--- src/rtl/vram_arbiter.sv ---
// Arbitrates the single-port video RAM between the gfx line fetcher (absolute priority) and the CPU bus.
// Latency with gfx idle: CPU read ack at T+2, write ack at T+1 after the request cycle.
// Backpressure: gfx never stalls; the CPU waits on cpu_req until cpu_ack. Optional VRAM_WRBUF_EN posts writes.
module vram_arbiter #(
    parameter int WRBUF_DEPTH = 4
) (
    input  logic        clk,
    input  logic        reset,
    input  logic        gfx_active,
    input  logic [13:0] gfx_addr,
    output logic [15:0] gfx_rddata,
    input  logic        cpu_req,
    input  logic        cpu_wren,
    input  logic [13:0] cpu_addr,
    input  logic [15:0] cpu_wrdata,
    input  logic [1:0]  cpu_bytesel,
    output logic        cpu_ack,
    output logic [15:0] cpu_rddata,
    output logic [13:0] ram_addr,
    output logic [15:0] ram_wrdata,
    output logic [1:0]  ram_wrsel,
    output logic        ram_wren,
`ifdef VRAM_WRBUF_EN
    output logic        wrbuf_empty,
`endif
    input  logic [15:0] ram_rddata
);

    // Reject depths the pointer arithmetic cannot handle (must be a power of 2 in 2..16).
    if (WRBUF_DEPTH < 2 || WRBUF_DEPTH > 16 || (WRBUF_DEPTH & (WRBUF_DEPTH - 1)) != 0) begin : g_bad_depth
        $error("vram_arbiter: WRBUF_DEPTH must be a power of 2 in 2..16");
    end

    typedef enum logic [1:0] {
        S_IDLE = 2'd0,
        S_RD   = 2'd1,
        S_ACK  = 2'd2
    } state_t;

    state_t      state_q, state_d;
    logic [15:0] cpu_rddata_q, cpu_rddata_d;

    // RAM read data goes straight back to gfx; it owns the timing of its own fetches.
    assign gfx_rddata = ram_rddata;
    assign cpu_ack    = (state_q == S_ACK);
    assign cpu_rddata = cpu_rddata_q;

`ifdef VRAM_WRBUF_EN
    localparam int PW = $clog2(WRBUF_DEPTH);
    localparam logic [PW:0] DEPTH_C = (PW + 1)'(WRBUF_DEPTH);

    typedef struct packed {
        logic [13:0] addr;
        logic [15:0] data;
        logic [1:0]  sel;
    } wr_entry_t;

    wr_entry_t   wrbuf_mem [WRBUF_DEPTH];
    logic [PW-1:0] wr_ptr_q, wr_ptr_d;
    logic [PW-1:0] rd_ptr_q, rd_ptr_d;
    logic [PW:0]   count_q, count_d;
    logic          push, pop;
    wr_entry_t     head;

    // Admission uses the registered count only, so a same-cycle pop never frees a slot early.
    assign push        = (state_q == S_IDLE) && cpu_req && cpu_wren && (count_q != DEPTH_C);
    assign pop         = !gfx_active && (count_q != '0);
    assign head        = wrbuf_mem[rd_ptr_q];
    assign wrbuf_empty = (count_q == '0);

    // FIFO pointer and occupancy bookkeeping.
    always_comb begin
        wr_ptr_d = wr_ptr_q;
        rd_ptr_d = rd_ptr_q;
        count_d  = count_q;
        if (push) begin
            wr_ptr_d = wr_ptr_q + 1'b1;
        end
        if (pop) begin
            rd_ptr_d = rd_ptr_q + 1'b1;
        end
        count_d = count_q + {{PW{1'b0}}, push} - {{PW{1'b0}}, pop};
    end

    // FIFO control registers with synchronous reset.
    always_ff @(posedge clk) begin
        if (reset) begin
            wr_ptr_q <= '0;
            rd_ptr_q <= '0;
            count_q  <= '0;
        end else begin
            wr_ptr_q <= wr_ptr_d;
            rd_ptr_q <= rd_ptr_d;
            count_q  <= count_d;
        end
    end

    // FIFO payload storage; contents are meaningless while the slot is not counted.
    always_ff @(posedge clk) begin
        if (push) begin
            wrbuf_mem[wr_ptr_q] <= '{addr: cpu_addr, data: cpu_wrdata, sel: cpu_bytesel};
        end
    end

    // Next-state and RAM port mux: gfx first, then FIFO drain, then a CPU read once the FIFO is empty.
    always_comb begin
        state_d      = state_q;
        cpu_rddata_d = cpu_rddata_q;
        ram_addr     = gfx_addr;
        ram_wrdata   = 16'h0000;
        ram_wrsel    = 2'b00;
        ram_wren     = 1'b0;

        if (pop) begin
            ram_addr   = head.addr;
            ram_wrdata = head.data;
            ram_wrsel  = head.sel;
            ram_wren   = 1'b1;
        end

        case (state_q)
            S_IDLE: begin
                if (cpu_req) begin
                    if (cpu_wren) begin
                        if (push) begin
                            state_d = S_ACK;
                        end
                    end else if (!gfx_active && (count_q == '0)) begin
                        // FIFO empty implies no pop this cycle, so the port is free.
                        ram_addr = cpu_addr;
                        state_d  = S_RD;
                    end
                end
            end
            S_RD: begin
                cpu_rddata_d = ram_rddata;
                state_d      = S_ACK;
            end
            S_ACK: begin
                state_d = S_IDLE;
            end
            default: begin
                state_d = S_IDLE;
            end
        endcase
    end
`else
    // Next-state and RAM port mux: gfx owns the port while active; CPU issues only in gfx idle cycles.
    always_comb begin
        state_d      = state_q;
        cpu_rddata_d = cpu_rddata_q;
        ram_addr     = gfx_addr;
        ram_wrdata   = 16'h0000;
        ram_wrsel    = 2'b00;
        ram_wren     = 1'b0;

        case (state_q)
            S_IDLE: begin
                if (cpu_req && !gfx_active) begin
                    ram_addr = cpu_addr;
                    if (cpu_wren) begin
                        ram_wrdata = cpu_wrdata;
                        ram_wrsel  = cpu_bytesel;
                        ram_wren   = 1'b1;
                        state_d    = S_ACK;
                    end else begin
                        state_d = S_RD;
                    end
                end
            end
            S_RD: begin
                // Port is left to gfx here; the RAM is returning the CPU word.
                cpu_rddata_d = ram_rddata;
                state_d      = S_ACK;
            end
            S_ACK: begin
                state_d = S_IDLE;
            end
            default: begin
                state_d = S_IDLE;
            end
        endcase
    end
`endif

    // FSM state and CPU read-data holding register; reset drops any in-flight access.
    always_ff @(posedge clk) begin
        if (reset) begin
            state_q      <= S_IDLE;
            cpu_rddata_q <= 16'h0000;
        end else begin
            state_q      <= state_d;
            cpu_rddata_q <= cpu_rddata_d;
        end
    end

endmodule

--- config.mk ---
export PLATFORM = sky130hd
export DESIGN_NAME = vram_arbiter
export DESIGN_NICKNAME = d
export VERILOG_FILES = /design/src/rtl/vram_arbiter.sv
export SDC_FILE = /design/constraint.sdc
export NUM_CORES = 1
export LEC_CHECK = 0
export ABC_AREA = 1
export CAP_MARGIN = 20
export CORE_MARGIN = 3
export CORE_UTILIZATION = 30
export CTS_CLUSTER_DIAMETER = 200
export DETAILED_ROUTE_END_ITERATION = 6
export HOLD_SLACK_MARGIN = 0.15
export PLACE_DENSITY = 0.87
export SLEW_MARGIN = 20
export SYNTH_ARGS = -nofsm -noshare
export SYNTH_HDL_FRONTEND = slang
export SYNTH_SLANG_ARGS = --single-unit
--- constraint.sdc ---
create_clock -name clk -period 1.7 [get_ports clk]
set_input_delay 0.255 -clock clk [delete_from_list [all_inputs] [get_ports clk]]
set_output_delay 0.255 -clock clk [all_outputs]
set_load 0.01 [all_outputs]
==> impl_results.md, run 1 <==
- Status: complete, no violations
- Crit start category: flip-flop
- Dominant cell type by area after synthesis: dfxtp_1
- Max_cap viols: 0
- Critical path type: reg -> out
- Avg Cell Area, Syn: between 6 and 7 sq um
- Fin util: 0.6939
- Fin nets: between 300 and 400
- Pwr/cell area: roughly 490 nW/um^2
- CTS tree: yes
- Syn Inst Count: 187
- VDD IR max: around 0.37 mV
- Setup TNS: 0 ps
- # DRC: 0
- H-tree depth: 1
- Routed len/inst: approximately 12 um
- Antenna-violating nets left: 0
- Period utilization: 0.9777
- Dpl ws: -449.9 ps
- Cell Count Post-Placement: roughly 350
- Iteration-0 DRC Markers: 23
- Root Driver: clkbuf_8
- Synth top area share: 0.3038
- # rows: 22
- # hold bufs at CTS: 0
- Via count: roughly 1,600
- GP Congestion: 0.8050
- Minimum clock period: between 1500 and 2000 ps
- Non-filler instance count after layout: approximately 370
- Largest net degree at the start of global routing: 18
- Clk slew on worst S/H paths: about 60 ps
- # IOs: 133
- Layout cell share with drive strength beyond 1: 0.2240
- WP data arrival: approximately 1400 ps
- Worst Setup End Kind: primary output
- Grt ovf: 0
- Max-slew violations: 0
- Clk buf depth: 2
- HPWL after detailed placement: 3.536 mm
- RSZ-0062 raised after global routing: yes
- Num CTS Buffers: 3
- Worst hold path type: reg -> reg
- Core Area: 3744 sq um
- Antenna cells: 0
- Register area share after synthesis: 0.3038
- Yosys reg bits: 18
- Die Span Y: 68.88 um
- Max-slew headroom: 0.7083
- Die width: between 60 and 70 um
- Commonest non-fill, non-tap cells in the layout: clkdlybuf4s50_1 (95), nand2_1 (44), nor2_1 (40)
- Initial antenna violation count: 0
- Skew final: 1.663 ps
- Worst-path fanout max: 8
- Synth top area cells: dfxtp_1 (30%), nand2_1 (14%), nor2_1 (14%), buf_4 (11%), inv_1 (7.0%)
- First-pass GRT wire length: 6.223 mm
- Synth warnings: 0
- Commonest non-fill, non-tap cell in the layout: clkdlybuf4s50_1
- Distinct cells, synth: 19
- Setup violators final: 0
- Initial core utilization: 0.3168
- Via-to-Cell Ratio: approximately 4.3
- Final WS setup: around 38 ps
- Skew-Pair Late Insertion Delay: 250 ps
- Least-Margin Pin Slew: roughly 440 ps
- Final Hold Viols: 0
- Syn-to-layout area delta: 119.0%
- Gr usage total: 0.1734
- Vias in the first global route: 1,442
- CTS sink cnt: 18
- Pwr Total: between 1 and 1.5 mW
- Reg2Reg Depth: 6
- Total wire length: approximately 4.5 mm
- Min-Delay Path Depth: 2
- Fmax: around 600 MHz
- Port Buffers: roughly 130
- Post-Syn Area: approximately 1200 sq um
- TritonRoute pass-1 iters: 4
- Worst Path Required: 1440 ps
- Syn Nets: 254
- Leak Pwr: approximately 1.2 nW
- Die ar.: between 4000 and 5000 sq um
report_power, final:
group | internal [mW] | leakage, nW | switching, mW | total (mW)
Combinational | 0.298 | 1.05 | 0.200 | 0.498
Sequential | 0.437 | 0.147 | 0.00756 | 0.445
Clock | 0.205 | 0.0288 | 0.133 | 0.339
Total | 0.940 | 1.23 | 0.341 | 1.28
per-layer routing:
layer  GRT usage  wire, um  vias to the layer above  part of all wire
met5           0         0                        -                 0
met1      0.1475      1445                      673              0.32
met2      0.3560      2348                       76              0.52
met4     0.04866        60                        0             0.013
li1            -         -                      799                 -
met3     0.07293       654                        6              0.15
path summary, 6_finish.rpt:
path,startpoint,to,slack [ps]
setup / recovery,state_q[0],ram_wrdata[12],40
hold / removal,cpu_rddata[15],cpu_rddata[15],480
setup reg to reg,state_q[1],cpu_rddata[13],580
hold reg to reg,cpu_rddata[15],cpu_rddata[15],480
flip-flops by register name (all words and copies together) (netlist names):
name / count
state_q: 2
cpu_rddata: 16
cells in the mapped netlist:
master / number
buf_4: 17
buf_6: 3
clkbuf_1: 2
dfxtp_1: 18
inv_1: 22
inv_2: 2
inv_4: 1
nand2_1: 45
nand2_2: 1
nand2_4: 2
nand2_8: 1
nor2_1: 45
nor2_2: 8
nor2_4: 1
nor2_8: 1
nor3_1: 1
o21a_1: 1
o21ai_0: 15
o21ai_1: 1
area by class of cell:
| type | instances | area (sq um) |
|---|---|---|
| Fill cell | 304 | 1146 |
| Tap cell | 48 | 60.06 |
| Inverter | 25 | 96.34 |
| Sequential cell | 18 | 362.8 |
| Multi-Input combinational cell | 123 | 625.6 |
| Clock buffer | 4 | 55.05 |
| Timing Repair Buffer | 147 | 1398 |
worst max-delay path, cell delays in order (launching register included):
cell     delay, ps
dfxtp_2        330
inv_2           60
nand2_4         60
nor2_8         150
buf_6          140
nand2_8         70
buf_4          170
nor2_4          80
buf_6          100
kinds of logic after synthesis:
kind of cell,count (synthesis),share of synthesized area
buffers and inverters,47,0.2236
DFF,18,0.3038
AOI/OAI and AO/OA,17,0.07384
and+or+nand+nor,105,0.3987
through the flow:
| step | area (sq um) | hold WS, ps |
|---|---|---|
| final | 2597 | 478.9 |
| after detailed placement | 2444 | 471.2 |
| after floorplan | 1186 | 326.5 |
| after global routing | 2597 | 506.6 |
| after global placement | 2444 | 461.5 |
| after CTS | 2601 | 487.6 |
what timing repair did:
item / 4_1_cts / 5_1_grt
setup buffers: 9 / 0
gates resized for setup: 114 / 18
gates cloned: 1 / 0
setup endpoints to repair: 33 / 21
pin swaps: 5 / 2
No activity file was read; power rests on OpenSTA's default activity.
==> inputs of run 2 (changes only) <==
SLEW_MARGIN = not set   (was 20)
==> results of run 2 <==
The final DEF is identical to that of run 1; final timing and power are the same.
==> inputs of run 3 (changes only) <==
CAP_MARGIN = not set   (was 20)
GPL_ROUTABILITY_DRIVEN = 0   (was not set)
==> results of run 3 <==
The final DEF is identical to that of run 1; final timing and power are the same.
==> RTL edit 1, RTL diff (flow settings as in run 3) <==
The option `VRAM_WRBUF_EN` is turned on by a define.
--- a/src/rtl/vram_arbiter.sv
+++ b/src/rtl/vram_arbiter.sv
@@ -3,2 +3,4 @@
 // Backpressure: gfx never stalls; the CPU waits on cpu_req until cpu_ack. Optional VRAM_WRBUF_EN posts writes.
+`define VRAM_WRBUF_EN
+
 module vram_arbiter #(
Check against the original RTL (old outputs only; new: wrbuf_empty): not equivalent (a bounded check fails within 4 cycles, from zero or initial values and one cycle with reset high).
==> RTL edit 1 against run 3 <==
- synthesized cell count grew to 3.5 times the old value
- critical path type is now flip-flop to flip-flop
- clock skew grew 0.0072 ns
- the flow now finishes with violations (negative setup slack)
- global-route usage shrank 2.6 points
- largest cell class is now flip-flops and latches
- area after synthesis grew to 5.7 times the old value
- worst setup slack lost 0.41 ns
- total power grew to 11 times the old value
- final cell count grew to 3.2 times the old value
- design area grew to 4.0 times the old value
- sequential cell count grew 137
- sequential share of layout area grew 28 points
- routed wire length grew to 4.2 times the old value
==> RTL edit 1: results (changes against run 3) <==
[power_and_ir_drop]
p_int_uw = 9370  ; was 940 µW
power.leakage_uw = 0.00404  ; was 0.00123 µW
max-vdd-ir-drop_uv = 735  ; was 372 µV

[worst_setup_path]
path_delay_family = adder cells  ; was buffers and inverters
endpoint = count_q[1]  ; was ram_wrdata[12]
worstPathArrival_ns = 2.41  ; was 1.41 ns
cpPeakStageDelay_ns = 0.52  ; was 0.33 ns
r2r-start = count_q[0]  ; was state_q[1]
worstRegToRegCells = 12  ; was 6
path_class = flip-flop to flip-flop  ; was flip-flop to primary output
timing.rr.end = count_q[1]  ; was cpu_rddata[13]
crit_slowest_cell = fa_2  ; was dfxtp_2
critPathMaxFanout = 3  ; was 8

[min_path]
min_from = cpu_wrdata[9]  ; was cpu_rddata[15]
hp-class = input pin to flip-flop  ; was flip-flop to flip-flop
hold_end = wrbuf_mem[3][11]  ; was cpu_rddata[15]
whs_path_depth = 1  ; was 2

[cells_and_area]
drive_gt1_share_pct = 28.1  ; was 22.4%
fin_nets = 946  ; was 385
largest_reg_flops = 128  ; was 16
fillers = 1922  ; was 304

[synthesis]
synth_commonest_cells = 172 x nand2_1, 133 x nor2_1, 128 x edfxtp_1  ; was 45 x nand2_1, 45 x nor2_1, 22 x inv_1
seq_area_frac_synth_pct = 65.4  ; was 30.4%
synthFlopType = edfxtp_1  ; was dfxtp_1
ys_async_sr_fraction_pct = 0  ; unchanged
synth_edf_count = 128  ; was 0
synth_nets = 736  ; was 254
ys.warnings.count = 0  ; unchanged
synthTopCellsByArea = edfxtp_1 57%, nand2_1 9.6%, dfxtp_1 8.1%  ; was dfxtp_1 30%, nand2_1 14%, nor2_1 14%
ys_types = 27  ; was 19

[timing]
skew_ns = 0.00890  ; was 0.00166 ns
fin_tns_setup_ns = -16.70  ; was 0 ns
fin_ws_ns = -0.369  ; was 0.0379 ns
fin_hold_ws_ns = 0.475  ; was 0.479 ns
tightest_slew_ns = 0.501  ; was 0.438 ns
setup_violations = 155  ; was 0

[clock_network]
insertion_delay_ns = 0.41  ; was 0.25 ns
cts_made_buffers = 17  ; was 3
htree_levels = 4  ; was 1
clk_path_buf_depth = 2  ; unchanged
cts-root-buf = clkbuf_16  ; was clkbuf_8

[run_status]
status = finished with violations  ; was finished clean
violations = negative setup slack

[detailed_routing]
vias_per_cell = 4.65  ; was 4.26
drtIter0Drc = 331  ; was 23
drt_pass1_iterations = 5  ; was 4
wl_mm = 19.0  ; was 4.51 mm

[global_route]
grt_pass1_vias = 5303  ; was 1442
met2_usage_pct = 26.2  ; was 35.6%
grt_util_met3_pct = 3.59  ; was 7.29%
grt_pass1_wl_mm = 27.7  ; was 6.22 mm
grt_max_degree = 23  ; was 18
grt_util_met1_pct = 17.7  ; was 14.7%
grt_antenna_before_repair = 1  ; was 0
track_usage_pct = 14.7  ; was 17.3%

[place]
port_buffers = 133  ; was 132
hpwl_mm = 11.0  ; was 3.54 mm

[RTL edit 1: cell types whose count changed after synthesis, moves of 17 or more]
cell             run 3  this run
nor2_1              45       133
o21ai_0             15        38
a21oi_1              0        36
nand3_1              0        17
edfxtp_1             0       128
nand2_1             45       172
[RTL edit 1: cell type report]
cell class                      instances  share of cell area [%]
Antenna cell                            1                  0.0241
Clock buffer                           18                    4.13
Clock inverter                         14                    1.17
Inverter                               30                    1.31
Multi-Input combinational cell        430                    21.1
Sequential cell                       155                    42.4
Tap cell                              280                    3.38
Timing Repair Buffer                  238                    26.5
[RTL edit 1: per-layer routing]
metal  share of wire, %  vias to the layer above
met3                5.8                       18
li1                   -                     2615
met2                 53                      175
met4                1.1                        0
met5                  0                        -
met1                 40                     2609
[RTL edit 1: cell families after synthesis]
logic type | Yosys count | synth area share [%]
adders and majority gates | 7 | 1.42
xor gates and xnor gates | 1 | 0.131
buffers and inverters | 77 | 6.20
and+or+nand+nor | 333 | 20.2
DFF | 155 | 65.4
AOI/OAI and AO/OA | 89 | 6.65
[RTL edit 1: stage by stage]
step	worst slack [ns]	cell area (µm²)	utilization (%)	std cells
after CTS	-0.348	9830	44.9	1144
final	-0.369	10400	47.4	1166
after global routing	-0.457	10400	47.4	1166
after detailed placement	-0.562	8800	40.2	1083
after floorplan	-0.445	6780	-	662
after global placement	-0.534	8800	40.2	1083
[RTL edit 1: power groups by stage]
stage	registers, µW	logic [µW]	clock network [µW]
finish	4640	5910	3490
global route	4660	6390	3730
detailed placement	4700	4430	0
floorplan	4680	2340	0
global placement	4680	4330	0
CTS	4640	5380	3580
[RTL edit 1: what timing repair did]
item                                    CTS  global route
resized for setup                       215            68
buffers inserted                         21            12
pin swaps                                16            36
cloned                                    8            13
endpoints found under the setup margin  156           164
==> RTL edit 2, RTL diff (config.mk and constraints of run 3) <==
Made on the original files. Encoding of `state_t`: now one-hot (3 bits for 3 states).
--- a/src/rtl/vram_arbiter.sv
+++ b/src/rtl/vram_arbiter.sv
@@ -33,6 +33,6 @@
 
-    typedef enum logic [1:0] {
-        S_IDLE = 2'd0,
-        S_RD   = 2'd1,
-        S_ACK  = 2'd2
+    typedef enum logic [2:0] {
+        S_IDLE = 3'b001,
+        S_RD   = 3'b010,
+        S_ACK  = 3'b100
     } state_t;
Function: same outputs for any inputs over 10 cycles, from zero or initial values and one cycle with reset high; not proved beyond that.
==> RTL edit 2 against run 3 <==
- sequential cell count up 1
- largest cell class unchanged
- worst setup slack better by 0.039 ns
- total power up 1.9%
- design area up 2.1%
- routed wire length up 6.1%
- largest power group unchanged
- area after synthesis up 12%
- synthesized cell count up 21%
- sequential share of layout area up 0.57 points
- count of clock-buffer cells in the layout unchanged
- global-route usage up 0.33 points
- critical path type unchanged
- critical path depth down 1
- highest routed layer unchanged
==> RTL edit 2: results (changes against run 3) <==
[worst_setup_path]
path_class = flip-flop to primary output  ; unchanged
worstRegToRegCells = 7  ; was 6
path_delay_family = simple AND/OR/NAND/NOR gates  ; was buffers and inverters
timing.rr.end = cpu_rddata[6]  ; was cpu_rddata[13]
r2r-start = state_q[0]  ; was state_q[1]
worstPathArrival_ns = 1.37  ; was 1.41 ns
endpoint = ram_addr[10]  ; was ram_wrdata[12]
crit_slowest_cell = dfxtp_4  ; was dfxtp_2
cpPeakStageDelay_ns = 0.37  ; was 0.33 ns
regToRegSetupSlack_ns = 0.33  ; was 0.58 ns
critPathMaxFanout = 10  ; was 8

[timing]
tightest_slew_ns = 0.356  ; was 0.438 ns
skew_ns = 0.000516  ; was 0.00166 ns
period_minus_slack_ns = 1.62  ; was 1.66 ns

[clock_network]
clkTransAtPathRegs_ns = 0.07
htree_levels = 1  ; unchanged
cts-root-buf = clkbuf_8  ; unchanged
cts_made_buffers = 3  ; unchanged
clk_path_buf_depth = 2  ; unchanged

[detailed_routing]
avgRoutedWirePerCell_um = 11.6  ; was 12.4 µm
drtIter0Drc = 72  ; was 23
vias_per_cell = 4.10  ; was 4.26
drt_pass1_iterations = 4  ; unchanged

[min_path]
hp-class = flip-flop to flip-flop  ; unchanged
whs_path_depth = 4  ; was 2

[place]
port_buffers = 132  ; unchanged
placed_area_mm2 = 0.00266  ; was 0.00244 mm²
place_worst_setup_slack_ns = -0.469  ; was -0.450 ns
place_inst = 399  ; was 351
hpwl_mm = 3.69  ; was 3.54 mm

[synthesis]
synth_nets = 293  ; was 254
synth_commonest_cells = 77 x nand2_1, 45 x nor2_1, 40 x inv_1  ; was 45 x nand2_1, 45 x nor2_1, 22 x inv_1
synth.avg_cell_area_um2 = 5.87  ; was 6.34 µm²
seq_area_frac_synth_pct = 28.7  ; was 30.4%
ys_types = 18  ; was 19
ys_async_sr_fraction_pct = 0  ; unchanged
synthTopCellsByArea = dfxtp_1 29%, nand2_1 22%, nor2_1 13%  ; was dfxtp_1 30%, nand2_1 14%, nor2_1 14%
ys.warnings.count = 0  ; unchanged

[cells_and_area]
largest_reg_flops = 16  ; unchanged
final_cells = 411  ; was 365
drive_gt1_share_pct = 22.2  ; was 22.4%
antenna_cells = 0  ; unchanged
fin_nets = 429  ; was 385

[global_route]
grt_pass1_vias = 1607  ; was 1442
track_usage_pct = 17.7  ; was 17.3%
grt_pass1_wl_mm = 7.57  ; was 6.22 mm
grt_max_degree = 19  ; was 18

[run_status]
status = finished clean  ; unchanged

[power_and_ir_drop]
power.leakage_uw = 0.00143  ; was 0.00123 µW
max-vdd-ir-drop_uv = 532  ; was 372 µV

[RTL edit 2: metal layers]
| layer | part of all wire [%] | vias up | track usage (%) |
|---|---|---|---|
| met5 | 0 | - | 0 |
| met4 | 1.0 | 0 | 3.28 |
| met3 | 9.6 | 6 | 5.96 |
| met2 | 51 | 67 | 32.2 |
| met1 | 38 | 715 | 20.0 |
| li1 | - | 896 | - |
[RTL edit 2: worst min path at each step]
stage / startpoint / end
finish: cpu_rddata[12] / cpu_rddata[12]
global route: cpu_rddata[5] / cpu_rddata[5]
CTS: cpu_rddata[0] / cpu_rddata[0]
detailed placement: cpu_rddata[0] / cpu_rddata[0]
global placement: cpu_rddata[7] / cpu_rddata[7]
floorplan: cpu_wren / state_q[1]
[RTL edit 2: through the flow]
step	hold WS, ns	util [%]
detailed placement	0.500	64.1
global placement	0.496	64.1
finish	0.509	64.0
CTS	0.513	64.9
floorplan	0.324	-
global route	0.533	64.0
[RTL edit 2: cells by family after synthesis]
| logic type | Yosys count | synth area share (%) |
|---|---|---|
| simple gates | 141 | 46.3 |
| buf+inv | 66 | 25.1 |
| flops | 19 | 28.7 |
[RTL edit 2: final cells by class]
cell class / instances / area [µm²]
clock buffer: 4 / 45.0
fill: 373 / 1490
inverter: 43 / 161
multi-input combinational: 141 / 628
sequential: 19 / 385
tap: 50 / 62.6
timing repair buffer: 154 / 1370
[RTL edit 2: what timing repair did]
| action | 4_1_cts | 5_1_grt |
|---|---|---|
| pin swaps | 2 | 3 |
| gates cloned | 1 | 0 |
| gates resized for setup | 119 | 19 |
| buffers inserted | 6 | 1 |
| endpoints found under the setup margin | 34 | 23 |
| hold endpoints to repair | 0 | 0 |
[RTL edit 2: worst register-to-register path, cell delays in order (launching register included)]
cell	delay, ns
dfxtp_4	0.36
inv_1	0.09
buf_4	0.11
nand3_2	0.27
buf_12	0.28
nand2_1	0.06
nand2_1	0.04
nor2_1	0.10
[RTL edit 2: where the power goes]
group          switching, µW  internal (µW)  leakage (µW)
clock                    142            166     0.0000228
sequential              8.60            456      0.000154
combinational            218            315       0.00126
total                    368            937       0.00143
